===== config.mk =====
export PLATFORM = sky130hd
export DESIGN_NAME = logic_queue_synchronous
export DESIGN_NICKNAME = d
export VERILOG_FILES = /design/src/rtl/logic_queue_synchronous.sv
export SDC_FILE = /design/constraint.sdc
export NUM_CORES = 1
export LEC_CHECK = 0
export ABC_CLOCK_PERIOD_IN_PS = 4500
export CAP_MARGIN = 20
export CORE_ASPECT_RATIO = 1.25
export CORE_MARGIN = 4
export CORE_UTILIZATION = 40
export CTS_BUF_LIST = sky130_fd_sc_hd__clkbuf_8
export DETAILED_ROUTE_END_ITERATION = 16
export MAX_ROUTING_LAYER = met4
export REMOVE_ABC_BUFFERS = 1
export SLEW_MARGIN = 15
export SYNTH_ARGS = -nofsm -noshare
export SYNTH_HDL_FRONTEND = slang
export SYNTH_SLANG_ARGS = --single-unit

===== constraint.sdc =====
create_clock -name aclk -period 4.5 [get_ports aclk]
set_input_delay 0.45 -clock aclk [delete_from_list [all_inputs] [get_ports aclk]]
set_output_delay 0.45 -clock aclk [all_outputs]
set_load 0.02 [all_outputs]

===== src/rtl/logic_queue_synchronous.sv =====
// rtl/logic_queue_synchronous.sv - single-clock AXI4-Stream queue with registered ready/valid and occupancy level
module logic_queue_synchronous #(
  parameter int WIDTH    = 1,
  parameter int CAPACITY = 256
) (
  input  logic                            aclk,
  input  logic                            areset_n,
  input  logic                            rx_tvalid,
  input  logic [WIDTH-1:0]                rx_tdata,
  output logic                            rx_tready,
  output logic                            tx_tvalid,
  output logic [WIDTH-1:0]                tx_tdata,
  input  logic                            tx_tready,
  output logic [$clog2(CAPACITY+1)-1:0]   level
);

  localparam int PW = (CAPACITY > 1) ? $clog2(CAPACITY) : 1;
  localparam int LW = $clog2(CAPACITY + 1);

  localparam logic [PW-1:0] LAST_PTR = PW'(CAPACITY - 1);
  localparam logic [PW-1:0] PTR_ONE  = PW'(1);
  localparam logic [LW-1:0] FULL_CNT = LW'(CAPACITY);
  localparam logic [LW-1:0] CNT_ONE  = LW'(1);

  logic [WIDTH-1:0] mem_q [CAPACITY];
  logic [PW-1:0]    wr_ptr_q, wr_ptr_d;
  logic [PW-1:0]    rd_ptr_q, rd_ptr_d;
  logic [LW-1:0]    count_q, count_d;
  logic             rx_tready_q;
  logic             tx_tvalid_q;
  logic             push;
  logic             pop;

  // Handshakes use only registered ready/valid, so neither side sees a combinational path.
  assign push = rx_tvalid && rx_tready_q;
  assign pop  = tx_tvalid_q && tx_tready;

  // Next pointers (explicit wrap, so non-power-of-two depths work) and next occupancy.
  always_comb begin
    wr_ptr_d = wr_ptr_q;
    rd_ptr_d = rd_ptr_q;
    count_d  = count_q;
    if (push) begin
      wr_ptr_d = (wr_ptr_q == LAST_PTR) ? '0 : wr_ptr_q + PTR_ONE;
    end
    if (pop) begin
      rd_ptr_d = (rd_ptr_q == LAST_PTR) ? '0 : rd_ptr_q + PTR_ONE;
    end
    case ({push, pop})
      2'b10:   count_d = count_q + CNT_ONE;
      2'b01:   count_d = count_q - CNT_ONE;
      default: count_d = count_q;
    endcase
  end

  // Control state; flags are derived from next occupancy so they are valid right after each edge.
  always_ff @(posedge aclk or negedge areset_n) begin
    if (!areset_n) begin
      wr_ptr_q    <= '0;
      rd_ptr_q    <= '0;
      count_q     <= '0;
      rx_tready_q <= 1'b0;
      tx_tvalid_q <= 1'b0;
    end else begin
      wr_ptr_q    <= wr_ptr_d;
      rd_ptr_q    <= rd_ptr_d;
      count_q     <= count_d;
      rx_tready_q <= (count_d != FULL_CNT);
      tx_tvalid_q <= (count_d != '0);
    end
  end

  // Beat storage; contents need no reset because valid tracks occupancy.
  always_ff @(posedge aclk) begin
    if (push) begin
      mem_q[wr_ptr_q] <= rx_tdata;
    end
  end

  assign tx_tdata  = mem_q[rd_ptr_q];
  assign rx_tready = rx_tready_q;
  assign tx_tvalid = tx_tvalid_q;
  assign level     = count_q;

endmodule


==> run summary <==
Outcome -> complete, no violations
Post-DRT Antenna Nets -> 0
Final core occ -> 44.6%
Post-route clock period utilization -> 92.4%
Mapped Cells -> 1001
Critical-path cell list -> nor2b_1 -> a22o_1 -> a2111oi_0 -> a211o_1 -> a211o_1 -> a21oi_1 -> a211oi_1 -> clkdlybuf4s50_1
Crit Path Class -> register to primary output
P_int -> 4.84 mW
Part of the power in registers -> 44.0%
Root Buffer -> clkbuf_8
Area Overhead vs Synth -> 9.29%
Switch share -> 34.1%
Mapped Area -> 13000 µm²
I/O pins -> 17
Largest net degree at the start of global routing -> 130
Finished Layout Cells -> 1443
GR Util All Layers -> 18.5%
Final Wtd Congestion -> 0.819
RSZ-0062 raised after global routing -> no
Actual slew at the worst max-slew pin -> 1090 ps
Row count -> 73
Worst vdd ir -> 0.322 mV
Grt ovf -> 0
Register area share after synthesis -> 64.2%
Vias per cell -> 5.58
Drt wl/cell -> 21.9 µm
PD cells -> 516 nW/µm²
Clock tree buffer depth -> 3
CP max stage delay -> 700 ps
Worst-path clk slew -> 60 ps
Die Height -> 210 µm
ANT cells -> 0
Sw Pwr -> 2.51 mW
Final WS setup -> 343 ps
Clock share of power -> 27.5%
Final Hold Viols -> 0
Inst Count DP -> 1363
Startpoint types -> register
Die X -> 169 µm
Core Region -> 32000 µm²
Hold Crit Class -> input pin to asynchronous set/reset pin
Syn Area/Cell -> 13.0 µm²
Drt drc -> 0
FMAX -> 0.241 GHz
Final setup vio count -> 0
CTS Buf Count -> 43
Post-synth EDFFs -> 256
Final instance area -> 14200 µm²
Pre-CTS setup slack -> 814 ps
Fin Setup TNS -> 0 ps
Final #Nets -> 1011
DIE AREA -> 35600 µm²
Share of cells above drive strength 1 -> 12.1%
Period minus WS final -> 4160 ps
# hold bufs at CTS -> 0
Clock latency on the worst-skew pair -> 570 ps
Critical path capture point type -> primary output
H-tree levels -> 2
First-pass GRT wire length -> 48.7 mm
Initial antenna violation count -> 0
Yosys reg bits -> 283
Starting Density -> 40.8%
Slowest-stage cell, CP -> clkdlybuf4s50_1
Clock sinks -> 283
Critical path peak fanout -> 19
Vias in the first global route -> 8034
Post-CTS Resized -> 0
Synth Flop Type -> edfxtp_1
Number of buffers and inverters on the critical path -> 1
CTS tree -> done
DRT Wirelength -> 31.6 mm
DP Area -> 13400 µm²
FFs w/ async S/R, synth -> 9.54%
DRT iter0 DRCs -> 872
Leak -> 4.48 nW
Crit path required time -> 4050 ps
CP delay by family, top -> compound AO/OA/AOI/OAI gates
Max-slew violations -> 0
Relative slew slack -> 27.0%
Max-cap violation count -> 0
CP most frequent cell -> a211o_1
Combinational share of power -> 28.5%
IO Port Bufs -> 16
Worst EP arrival -> 3710 ps
Yosys warns -> 0
DRT Pass-1 Iters -> 5
Via count -> 8049
Cell variety after synth -> 67
Worst Clk Skew -> 13.0 ps
Hpwl dp -> 19.1 mm
## registers in the layout (all words and copies together), names as in the netlist
name and count:
rd_ptr_q 8, rx_tready 1, mem_q 256, level 9
wr_ptr_q 8, tx_tvalid 1
## metal layers
| layer | up-vias | global-route usage, % | part of all wire [%] |
|---|---|---|---|
| li1 | 3666 | - | - |
| met1 | 4016 | 22.9 | 40 |
| met2 | 284 | 30.4 | 50 |
| met3 | 83 | 3.00 | 5.7 |
| met4 | 0 | 7.69 | 4.2 |
| met5 | - | - | 0 |
## cells in the final DEF (no fill, tap or decap), types with 6 or more instances in the layout
cell type and count:
buf_4 12, nor2_1 282, clkdlybuf4s50_1 15, a211oi_1 9, nor3_1 7, edfxtp_1 256, nand3_1 31, nand2_1 44
a22oi_1 8, inv_1 28, clkinv_1 8, mux4_1 8, nor2b_1 10, mux2i_1 37, clkbuf_8 46, o21ai_0 22
mux4_2 38, a21oi_1 18, dfrtp_1 25, a221oi_1 6, or2_2 6, xnor2_1 13, ha_1 7
## Yosys cell counts, types with 3 or more instances
cell type | count | area share [%]
xor2_1 | 5 | 0.34
nand2_1 | 44 | 1.3
xnor2_1 | 13 | 0.87
o22ai_1 | 5 | 0.24
a21oi_1 | 18 | 0.69
o21ai_0 | 22 | 0.84
a221oi_2 | 3 | 0.35
buf_6 | 8 | 0.69
and2_1 | 5 | 0.24
mux2i_1 | 37 | 2.8
ha_1 | 7 | 0.67
mux2_2 | 3 | 0.26
and3_1 | 3 | 0.14
a211o_1 | 3 | 0.20
inv_1 | 10 | 0.29
nor2_1 | 282 | 8.1
nand4_1 | 5 | 0.24
a22oi_1 | 8 | 0.46
mux4_1 | 8 | 1.6
edfxtp_1 | 256 | 59
nor3_1 | 7 | 0.27
buf_2 | 12 | 0.46
dfrtp_1 | 27 | 5.2
a211oi_1 | 9 | 0.52
clkbuf_1 | 51 | 1.5
or2_2 | 6 | 0.29
nor2b_1 | 10 | 0.48
o221ai_1 | 4 | 0.27
nand3_1 | 31 | 1.2
nand2b_1 | 3 | 0.14
mux4_2 | 38 | 6.6
buf_12 | 3 | 0.46
nor4_1 | 3 | 0.14
a31oi_1 | 5 | 0.24
a221oi_1 | 6 | 0.40
## cell families after synthesis
| logic type | count (synthesis) | share of synthesized area [%] |
|---|---|---|
| AO/OA/AOI/OAI | 102 | 5.50 |
| XOR/XNOR | 18 | 1.21 |
| adder cells (fa/ha/maj) | 7 | 0.672 |
| buffers and inverters | 90 | 3.67 |
| flip-flops | 283 | 64.2 |
| multiplexers | 86 | 11.3 |
| AND/OR/NAND/NOR | 415 | 13.5 |
## power groups by stage
stage	registers [mW]	logic (mW)	clock network (mW)
after floorplan	3.37	1.19	0
after global placement	3.30	2.07	0
after detailed placement	3.30	2.08	0
after CTS	3.25	2.09	2.08
after global routing	3.26	2.26	2.20
final	3.23	2.09	2.02
## stage by stage
step	hold slack, ps	power (mW)
after floorplan	154	4.56
after global placement	501	5.36
after detailed placement	497	5.38
after CTS	257	7.41
after global routing	284	7.71
final	279	7.35
## path summary, 6_finish.rpt
path / cells past startpoint / from / end / slack, ps
min reg2reg: 1 / level[8] / level[8] / 510
max: 8 / rd_ptr_q[1] / tx_tdata / 340
min in group aclk: 1 / rx_tdata / mem_q[48] / 410
min: 2 / areset_n / wr_ptr_q[6] / 280
max in group asynchronous: 2 / areset_n / rd_ptr_q[0] / 3910
max reg2reg: 12 / tx_tvalid / rx_tready / 1420
## area by class of cell
type | count | area, µm²
inverter | 12 | 45.0
clock buffer | 46 | 633
clock inverter | 31 | 179
tap | 412 | 515
fill | 2897 | 17700
multi-input combinational | 628 | 4190
sequential | 283 | 8370
timing repair buffer | 31 | 312
## timing repair
action,4_1_cts,5_1_grt
setup endpoints to repair,0,1
setup buffers,0,3
endpoints found under the hold margin,0,0
No activity file was read; power rests on OpenSTA's default activity.
